$ cat src/rtl/uart_byte_receiver.sv
// -----------------------------------------------------------------------------
// uart_byte_receiver
//
// Serial front end of the host command path. Deserialises 8N1 UART frames
// arriving on the host-facing rx pin into bytes and hands each good byte to
// the command decoder with a single-cycle ready strobe. Frames whose stop bit
// is sampled low are reported with a single-cycle frame_error strobe.
//
// Ports
//   clock        in   1  system clock, all state on the rising edge
//   reset_n      in   1  asynchronous, active-low reset
//   rx           in   1  asynchronous serial line, idle high
//   byte_out     out  8  last good received byte (first received bit = LSB)
//   byte_ready   out  1  one-cycle pulse, byte_out holds a new valid byte
//   frame_error  out  1  one-cycle pulse, stop bit was sampled low
//   rx_busy      out  1  high whenever the receiver is not idle
//
// Timing (CLKS_PER_BIT clocks per bit, HALF_BIT = CLKS_PER_BIT/2)
//   The start bit is confirmed HALF_BIT clocks after the synchronised falling
//   edge, then every data bit and the stop bit are sampled once, a whole bit
//   period apart, near the middle of the bit. Only one sample is taken per
//   bit; there is no majority vote.
// -----------------------------------------------------------------------------
module uart_byte_receiver #(
    parameter int CLK_FREQ = 100_000_000,
    parameter int BAUD     = 115200
) (
    input  logic       clock,
    input  logic       reset_n,
    input  logic       rx,
    output logic [7:0] byte_out,
    output logic       byte_ready,
    output logic       frame_error,
    output logic       rx_busy
);

    // Bit timing. CLKS_PER_BIT must be at least 4 so that HALF_BIT-1 stays a
    // meaningful (non-negative, non-zero-length) start-bit delay.
    localparam int CLKS_PER_BIT = CLK_FREQ / BAUD;
    localparam int HALF_BIT     = CLKS_PER_BIT / 2;
    localparam int CNT_W        = $clog2(CLKS_PER_BIT) + 1;

    localparam logic [CNT_W-1:0] BIT_LAST  = CNT_W'(CLKS_PER_BIT - 1);
    localparam logic [CNT_W-1:0] HALF_LAST = CNT_W'(HALF_BIT - 1);

    typedef enum logic [2:0] {
        S_IDLE,
        S_START,
        S_DATA,
        S_STOP,
        S_BREAK_WAIT
    } state_e;

    // -------------------------------------------------------------------------
    // Input synchroniser. Both flops reset high so that reset release does not
    // look like a falling edge on an idle line.
    // -------------------------------------------------------------------------
    logic rx_meta_q;
    logic rx_s_q;

    always_ff @(posedge clock or negedge reset_n) begin
        if (!reset_n) begin
            rx_meta_q <= 1'b1;
            rx_s_q    <= 1'b1;
        end else begin
            rx_meta_q <= rx;
            rx_s_q    <= rx_meta_q;
        end
    end

    // -------------------------------------------------------------------------
    // Receiver state
    // -------------------------------------------------------------------------
    state_e           state_q,       state_d;
    logic [CNT_W-1:0] cnt_q,         cnt_d;
    logic [2:0]       bit_idx_q,     bit_idx_d;
    logic [7:0]       shift_q,       shift_d;
    logic [7:0]       byte_out_q,    byte_out_d;
    logic             byte_ready_q,  byte_ready_d;
    logic             frame_error_q, frame_error_d;

    always_ff @(posedge clock or negedge reset_n) begin
        if (!reset_n) begin
            state_q       <= S_IDLE;
            cnt_q         <= '0;
            bit_idx_q     <= '0;
            shift_q       <= '0;
            byte_out_q    <= '0;
            byte_ready_q  <= 1'b0;
            frame_error_q <= 1'b0;
        end else begin
            state_q       <= state_d;
            cnt_q         <= cnt_d;
            bit_idx_q     <= bit_idx_d;
            shift_q       <= shift_d;
            byte_out_q    <= byte_out_d;
            byte_ready_q  <= byte_ready_d;
            frame_error_q <= frame_error_d;
        end
    end

    // -------------------------------------------------------------------------
    // Next-state logic. The strobes default low every cycle, so each one can
    // only ever be high for the single cycle after the stop-bit sample.
    // -------------------------------------------------------------------------
    always_comb begin
        state_d       = state_q;
        cnt_d         = cnt_q;
        bit_idx_d     = bit_idx_q;
        shift_d       = shift_q;
        byte_out_d    = byte_out_q;
        byte_ready_d  = 1'b0;
        frame_error_d = 1'b0;

        case (state_q)
            S_IDLE: begin
                cnt_d = '0;
                if (!rx_s_q) begin
                    state_d = S_START;
                end
            end

            S_START: begin
                if (cnt_q == HALF_LAST) begin
                    cnt_d = '0;
                    if (!rx_s_q) begin
                        // Line still low at mid start bit: a real frame.
                        state_d   = S_DATA;
                        bit_idx_d = '0;
                    end else begin
                        // Line went back high: glitch, drop it silently.
                        state_d = S_IDLE;
                    end
                end else begin
                    cnt_d = cnt_q + 1'b1;
                end
            end

            S_DATA: begin
                if (cnt_q == BIT_LAST) begin
                    cnt_d              = '0;
                    shift_d[bit_idx_q] = rx_s_q;
                    bit_idx_d          = bit_idx_q + 3'd1;
                    if (bit_idx_q == 3'd7) begin
                        state_d = S_STOP;
                    end
                end else begin
                    cnt_d = cnt_q + 1'b1;
                end
            end

            S_STOP: begin
                if (cnt_q == BIT_LAST) begin
                    cnt_d = '0;
                    if (rx_s_q) begin
                        // Returning to IDLE at mid stop bit lets a start bit
                        // that immediately follows be caught without a gap.
                        byte_out_d   = shift_q;
                        byte_ready_d = 1'b1;
                        state_d      = S_IDLE;
                    end else begin
                        frame_error_d = 1'b1;
                        state_d       = S_BREAK_WAIT;
                    end
                end else begin
                    cnt_d = cnt_q + 1'b1;
                end
            end

            S_BREAK_WAIT: begin
                // Hold here while the line stays low so a break reports one
                // frame error rather than a stream of bogus frames.
                cnt_d = '0;
                if (rx_s_q) begin
                    state_d = S_IDLE;
                end
            end

            default: begin
                state_d = S_IDLE;
                cnt_d   = '0;
            end
        endcase
    end

    assign byte_out    = byte_out_q;
    assign byte_ready  = byte_ready_q;
    assign frame_error = frame_error_q;
    assign rx_busy     = (state_q != S_IDLE);

endmodule
$ cat config.mk
export PLATFORM = sky130hd
export DESIGN_NAME = uart_byte_receiver
export DESIGN_NICKNAME = d
export VERILOG_FILES = /design/src/rtl/uart_byte_receiver.sv
export SDC_FILE = /design/constraint.sdc
export NUM_CORES = 1
export LEC_CHECK = 0
export BUFFER_PORTS_ARGS = -buffer_cell sky130_fd_sc_hd__buf_2
export CAP_MARGIN = 20
export CORE_AREA = 2 2 74 58
export DETAILED_ROUTE_END_ITERATION = 7
export DIE_AREA = 0 0 76 60
export GPL_TIMING_DRIVEN = 1
export HOLD_SLACK_MARGIN = 0.03
export SYNTH_ARGS = -nofsm -noshare
export SYNTH_HDL_FRONTEND = slang
export SYNTH_SLANG_ARGS = --single-unit
$ cat constraint.sdc
create_clock -name clock -period 2.7 [get_ports clock]
set_input_delay 0.27 -clock clock [delete_from_list [all_inputs] [get_ports clock]]
set_output_delay 0.27 -clock clock [all_outputs]
set_load 0.02 [all_outputs]
**After elaboration in Yosys (flattened, before gate mapping)**

Index checks and enable logic that the tools add are counted.

- Logic and storage cells: 61
- Output and inout port bits: 11
- Register bits: 37

- Equality and inequality tests: 14
- $lt $le $gt $ge: 2
- $add $sub $neg: 2
- Reduce and logical (&&, ||, !) cells: 9
- Mux-type cells: 25

Operators by type and width:

| operator | count |
|---|---|
| 3-bit two-way mux | 10 |
| 11-bit two-way mux | 2 |
| 11-bit case mux with 2 select lines | 1 |
| 3-bit case mux with 5 select lines | 1 |
| 2-bit != test (second input constant) | 7 |
| 11-bit by 1-bit adder with 11-bit output (second input constant) | 1 |
| 11-bit by 10-bit == test with 1-bit output (second input constant) | 1 |
| 11-bit by 9-bit == test with 1-bit output (second input constant) | 1 |
| 8-bit bitwise mux | 1 |
| 1-bit two-way mux | 7 |
| 3-bit by 2-bit == test with 1-bit output (second input constant) | 2 |
| 3-bit == test (second input constant) | 2 |
| 3-bit case mux with 2 select lines | 1 |
| 6-bit AND reduction | 1 |
| 3-bit by 4-bit less-than comparator with 1-bit output (second input constant) | 1 |
| 4-bit AND reduction | 1 |
| 3-bit by 1-bit adder with 3-bit output (second input constant) | 1 |
| 1-bit demux with 3-bit select | 1 |
| 3-bit by 1-bit == test with 1-bit output (second input constant) | 1 |
| 3-bit by 1-bit >= comparator with 1-bit output (second input constant) | 1 |
| 3-bit logical NOT | 1 |
| 3-bit AND reduction | 1 |
| 3-bit nonzero test | 1 |
| 2-bit two-way mux | 1 |
| 4 further kinds | 4 |

**Depth between registers and ports, before layout**

Gate-level depths: netlist of the first run.

- Word-level depth: 5
- Mapped depth: 7
- Gate-level depth less buffers: 6

**Least setup slack after synthesis of the first run**

No wires, ideal clock.

- Path type: register to register
- Start: reg cnt_q[3]
- End: reg byte_out_q[0] (netlist: byte_out[0])
- Period minus slack after synthesis: 1.880 ns
- Setup slack: 0.820 ns
- Cell stages (with the launch flop): 5
- Arrival time: 1.755 ns
- Buffers on the path: 0
- Path through: dfrtp_1 nor4b_4 nand3_4 nor3_4 mux2_2

- Longest elaborated chain between the ends: 2

Ends and longest elaborated chain:

| what | RTL line | source |
|---|---|---|
| start: declaration | 75 | `logic [CNT_W-1:0] cnt_q, cnt_d;` |
| start signal: assignment | 93 | `cnt_q <= cnt_d;` |
| 11-bit by 10-bit == test with 1-bit output | 153 | `if (cnt_q == BIT_LAST) begin` |
| 3-bit AND reduction (no source line) | - |  |
| end signal: assignment | 96 | `byte_out_q <= byte_out_d;` |
| end: declaration | 78 | `logic [7:0] byte_out_q, byte_out_d;` |

No other way between the ends.
A chain may end at the register's enable or synchronous reset.

**Final worst setup path of the first run**

- Start: reg cnt_q[3]
- End: reg byte_out_q[4] (netlist: byte_out[4])

The elaborated chain is that of the path after synthesis.

==> flow_summary.yaml, run 1 <==
logic_synthesis:
  synth_top_area_share: 0.502
  async_flop_share: 1.00
  synth_seq_area_share: 0.532
  syn_avg_cell_area_um2: 11.6
  ys_ff_latch: 37
  ys.flop_type: "dfrtp_1"
  synthTopCellsByCount: "dfrtp_1 (35), mux2_2 (16), nor2_1 (16), nand2_1 (8), nand4_1 (8)"
  yosys_warnings: 0
  synth_area_leaders: "dfrtp_1 (50%), mux2_2 (10%), nor2_1 (3.4%)"
  synth_top_cell_by_area: "dfrtp_1"
  yosysMostFrequentCell: "dfrtp_1"
  yosysUniqueCellTypes: 37
  synth_edf_count: 0
  syn-instance-count: 151
  syn_nets: 158
  syn_area_um2: 1750
finish:
  diodes: 0
  areaGrowthSynthToFinish_pct: 12.9
  drive_above_1_share: 0.279
  multiInputGateArea_um2: 766
  fill_cells: 348
  nets: 171
  seqCellArea_um2: 928
drt:
  ant_nets: 0
  wl_per_cell_um: 13.5
  drtPass1Iterations: 4
  post-route-drc-count: 0
  drt_iter0_drc: 136
  viasPerCell: 5.19
  vias: 1142
  wirelength_um: 2970
worst_setup_path:
  path_depth: 4
  required_ps: 2870
  rrSetupSlack_ps: 580
  critPathLaunch: "cnt_q[3]$_DFF_PN0_"
  endpoint_kind: "register"
  crit_fanout: 9
  cp_slowest_stage_delay_ps: 510
  cp_slowest_cell: "nor4b_4"
  arrival_ps: 2290
  ff2ff_path_depth: 4
  critPathKind: "reg -> reg"
  crit_buf_inv: 0
  crit_end: "byte_out[4]$_DFFE_PN0P_"
  reg2reg_from: "cnt_q[3]$_DFF_PN0_"
  cp_cell_sequence: "nor4b_4 > nand3_4 > nor3_4 > mux2_2"
  r2r_end: "byte_out[4]$_DFFE_PN0P_"
  start_kind: "register"
  critPathTopFamily: "simple AND/OR/NAND/NOR gates"
timing:
  post-route-period-util: 0.786
  fmax_mhz: 471
  finalWorstSetupSlack_ps: 577
  setup_tns_ps: 0
  tightest_slew_ps: 811
  fin_crit_ps: 2120
  holdWs_ps: 75.8
  skew_ps: 3.36
  timing.final.hold_violations: 0
  setup_violations: 0
  slew_headroom: 0.459
  rsz0062_at_grt: "false"
  maxSlewViolCount: 0
placed_design:
  hpwlAfterDp_um: 2080
  io_buffers: 13
  gp_congestion: 0.777
  dp_slack_ps: 602
cts:
  htree_levels: 2
  clkSlewWorstSetupHoldPaths_ps: 70
  cts_made_buffers: 5
  cts_setup_buffers: 0
  clock_path_buffers: 2
  clkLatencyLatePin_ps: 280
  cts.hold.buffers_added: 0
  cts_resized: 0
  cts-root-buf: "clkbuf_8"
  cts_tree: "yes"
  cts_sinks: 37
global_route:
  antenna_found_initial: 0
  grt_max_degree: 38
  grt_pass1_wl_um: 5300
  track_usage: 0.150
  grt_overflow_total: 0
  grt_pass1_vias: 1132
floorplanning:
  row_count: 20
  dieArea_um2: 4560
  core_area_um2: 3880
  fp.dieW_um: 76
  die_h_um: 60
  initial_core_util: 0.450
  io-pin-count: 14
pwr:
  power_density_nw_per_um2: 538
  leakage_nw: 0.911
  vdd_drop_max_mv: 0.268
run_status:
  status: "complete, no violations"
job:
  drv_cap: 0
worst_hold_path:
  worstHoldPathType: "in -> async"
## placed cells by master, fill, tap and decap left out, drive strengths merged, types with 2 or more instances in the layout
| cell | Yosys | routed |
|---|---|---|
| dfrtp | 35 | 35 |
| buf | 3 | 14 |
| a41oi | 3 | 3 |
| nor4 | 5 | 5 |
| dfstp | 2 | 2 |
| and4 | 2 | 2 |
| nand4 | 8 | 8 |
| xor2 | 5 | 5 |
| clkbuf | 5 | 7 |
| nand2 | 8 | 8 |
| xnor2 | 4 | 4 |
| nor2 | 16 | 16 |
| nand2b | 2 | 2 |
| nor3 | 3 | 3 |
| ha | 4 | 4 |
| a21oi | 2 | 2 |
| inv | 5 | 5 |
| or3 | 2 | 2 |
| mux2 | 16 | 16 |
| o21ai | 4 | 4 |
| nand3 | 5 | 5 |
## layout make-up
class / instances / share of cell area
clock buffers: 7 / 0.0438
well taps: 55 / 0.0349
multi-input cells: 101 / 0.389
repair buffers: 14 / 0.0368
flip-flops and latches: 37 / 0.471
inverters: 5 / 0.00952
clock inverters: 1 / 0.0152
## power breakdown
| group | internal (mW) | switching, mW | leakage [nW] | total (mW) |
|---|---|---|---|---|
| Sequential | 0.557 | 0.00273 | 0.495 | 0.560 |
| Clock | 0.301 | 0.186 | 0.0585 | 0.487 |
| Combinational | 0.00161 | 0.0115 | 0.357 | 0.0131 |
| Total | 0.859 | 0.200 | 0.911 | 1.06 |
## worst reg2reg max path: cells and delay by family (launching register included)
kind / cells / cell delay [ps]
flops: 1 / 450
mux: 1 / 390
simple gates: 3 / 1180
## flip-flops by register name, indices dropped and copies added, names as in the netlist
name / cells
bit_idx_q: 3
byte_out: 8
byte_ready: 1
cnt_q: 11
frame_error: 1
rx_meta_q: 1
rx_s_q: 1
shift_q: 8
state_q: 3
## how the worst min path moves through the flow
stage / startpoint / endpoint / slack (ps) / cells after the start
finish: reset_n / cnt_q[0]$_DFF_PN0_ / 80 / 1
global route: rx / rx_meta_q$_DFF_PN1_ / 60 / 1
CTS: rx / rx_meta_q$_DFF_PN1_ / 70 / 1
detailed placement: rx_meta_q$_DFF_PN1_ / rx_s_q$_DFF_PN1_ / 350 / 0
global placement: rx_meta_q$_DFF_PN1_ / rx_s_q$_DFF_PN1_ / 350 / 0
floorplan: reset_n / bit_idx_q[0]$_DFFE_PN0P_ / -30 / 0
## cells by family after synthesis
logic type      synth area share
flops                      0.532
buf+inv                   0.0294
xor+xnor                  0.0452
mux                        0.109
compound gates            0.0531
simple gates               0.203
fa+ha+maj                 0.0287
## layer usage
layer / wire (um) / track usage / share of wire
met5: 0 / 0 / 0
met4: 30 / 0.0545 / 0.010
met3: 105 / 0.0468 / 0.035
met2: 1290 / 0.222 / 0.43
met1: 1550 / 0.211 / 0.52
## metrics by stage
step                 util  instance area (um2)  cells  power [mW]
finish              0.508                 1970    220        1.06
global route        0.508                 1970    220        1.10
CTS                 0.508                 1970    220        1.08
detailed placement  0.478                 1850    212       0.585
global placement    0.478                 1850    212       0.584
floorplan               -                 1750    151       0.571
Note: power is estimated with default switching activity, not from simulation.
==> run 2, diff against run 1 <==
- PLACE_DENSITY: not set -> 0.66
- clock period: 2.7 -> 1.72 ns (I/O delays scaled with it)
==> run 2 against run 1 <==
The run now ends with negative setup slack left. Worst setup slack worse by 620 ps. Worst hold slack better by 290 ps. Power up 60%. Sequential share of layout area shrank 8.4 points. Clock power rose by 61%. Critical path depth increased by 2. Critical path type unchanged. Highest routed layer unchanged.
==> flow_summary.yaml, run 2 (synthesis results as in run 1) <==
global_route:
  grt_max_degree: 38
  grt_overflow_total: 0
  track_usage: 0.166
  grt_pass1_wl_um: 5800
  grt_pass1_vias: 1237
  antenna_found_initial: 0
finish:
  mostFrequentLayoutCells: "dfrtp_1 (34), buf_4 (26), nor2_1 (14)"
  multiInputGateArea_um2: 922
  final_common_cell: "dfrtp_1"
  nets: 202
  drive_above_1_share: 0.444
  areaGrowthSynthToFinish_pct: 37.6
  regMostFlops: "cnt_q"
  seqCellArea_um2: 930
  fill_cells: 286
  final_cells: 251
  largest_reg_flops: 11
  diodes: 0
drt:
  drt_iter0_drc: 93
  ant_nets: 0
  vias: 1313
  drtPass1Iterations: 4
  post-route-drc-count: 0
  viasPerCell: 5.23
  wirelength_um: 3650
  wl_per_cell_um: 14.5
timing:
  rsz0062_at_grt: "true"
  holdWs_ps: 364
  skew_ps: 7.72
  setup_violations: 7
  post-route-period-util: 1.03
  finalWorstSetupSlack_ps: -44.0
  timing.final.hold_violations: 0
  fin_crit_ps: 1760
  maxSlewViolCount: 0
  slew_headroom: 0.771
  tightest_slew_ps: 342
  fmax_mhz: 567
floorplanning:
  die_h_um: 60
  core_area_um2: 3880
  row_count: 20
  dieArea_um2: 4560
  fp.dieW_um: 76
  initial_core_util: 0.450
  io-pin-count: 14
pwr:
  pwr-share-clk: 0.462
  switching_share: 0.198
  power.internal_mw: 1.36
  vdd_drop_max_mv: 0.518
  leakage_nw: 1.12
  p_comb_frac: 0.021
  switchingPower_mw: 0.336
  seqPwrFrac: 0.517
  power_density_nw_per_um2: 705
cts:
  cts_made_buffers: 5
  htree_levels: 2
  clock_path_buffers: 2
  cts_tree: "yes"
  cts_sinks: 37
  clkSlewWorstSetupHoldPaths_ps: 70
  cts-root-buf: "clkbuf_8"
  clkLatencyLatePin_ps: 290
job:
  drv_cap: 0
worst_setup_path:
  critPathKind: "reg -> reg"
  start_kind: "register"
  required_ps: 1900
  endpoint_kind: "register"
  crit_fanout: 5
  arrival_ps: 1940
run_status:
  status: "complete, but fails checks"
  violations: "negative setup slack"
placed_design:
  place_inst: 233
  hpwlAfterDp_um: 2260
  dp_slack_ps: -167
  gp_congestion: 0.765
  io_buffers: 13
worst_hold_path:
  worstHoldPathType: "in -> async"
run 2: final timing paths:
check	startpoint	end	slack [ps]	cells past startpoint
worst max-delay path	cnt_q[1]$_DFF_PN0_	shift_q[0]$_DFFE_PN0P_	-40	6
worst min-delay path	reset_n	cnt_q[8]$_DFF_PN0_	360	3
worst max register to register	cnt_q[1]$_DFF_PN0_	shift_q[0]$_DFFE_PN0P_	-40	6
worst min register to register	rx_meta_q$_DFF_PN1_	rx_s_q$_DFF_PN1_	360	0
max in group asynchronous	reset_n	rx_s_q$_DFF_PN1_	1100	3
min in group clock	rx_meta_q$_DFF_PN1_	rx_s_q$_DFF_PN1_	360	0
run 2: repair_timing:
action,4_1_cts,5_1_grt
cloned,0,1
pin swaps,4,3
resized for setup,17,18
setup endpoints to repair,18,33
hold buffers,2,0
setup buffers,4,3
endpoints found under the hold margin,36,0
run 2: final cells by class:
cell class                 instances  share of cell area
sequential                        37               0.387
multi-input combinational        101               0.384
timing repair buffer              45               0.143
clock buffer                       6              0.0344
tap                               55              0.0286
clock inverter                     2              0.0156
inverter                           5             0.00781
run 2: power groups by stage:
stage	registers, mW	clock network [mW]	logic (mW)
floorplan	0.892	0	0.00510
finish	0.875	0.782	0.0362
global route	0.875	0.847	0.0416
global placement	0.892	0	0.0332
CTS	0.875	0.803	0.0372
detailed placement	0.892	0	0.0339
run 2: worst max-delay path: stages (launching register included):
cell	delay, ps
dfrtp_1	380
ha_2	190
and4bb_4	280
nand4_1	130
buf_6	170
nor4_4	170
mux2_4	330
run 2: per-stage QoR:
step	instance area, um2	TNS, ps	util	power [mW]
2_1_floorplan	1760	-876	-	0.897
3_3_place_gp	2050	-586	0.528	0.925
3_5_place_dp	2050	-1160	0.528	0.926
4_1_cts	2320	-341	0.598	1.72
5_1_grt	2400	-1750	0.619	1.76
6_report	2400	-90.9	0.619	1.69
run 2: routing by layer:
metal,wire (um),GRT usage
met3,130,0.0408
met1,1810,0.224
met5,0,0
met4,55,0.0753
met2,1650,0.259
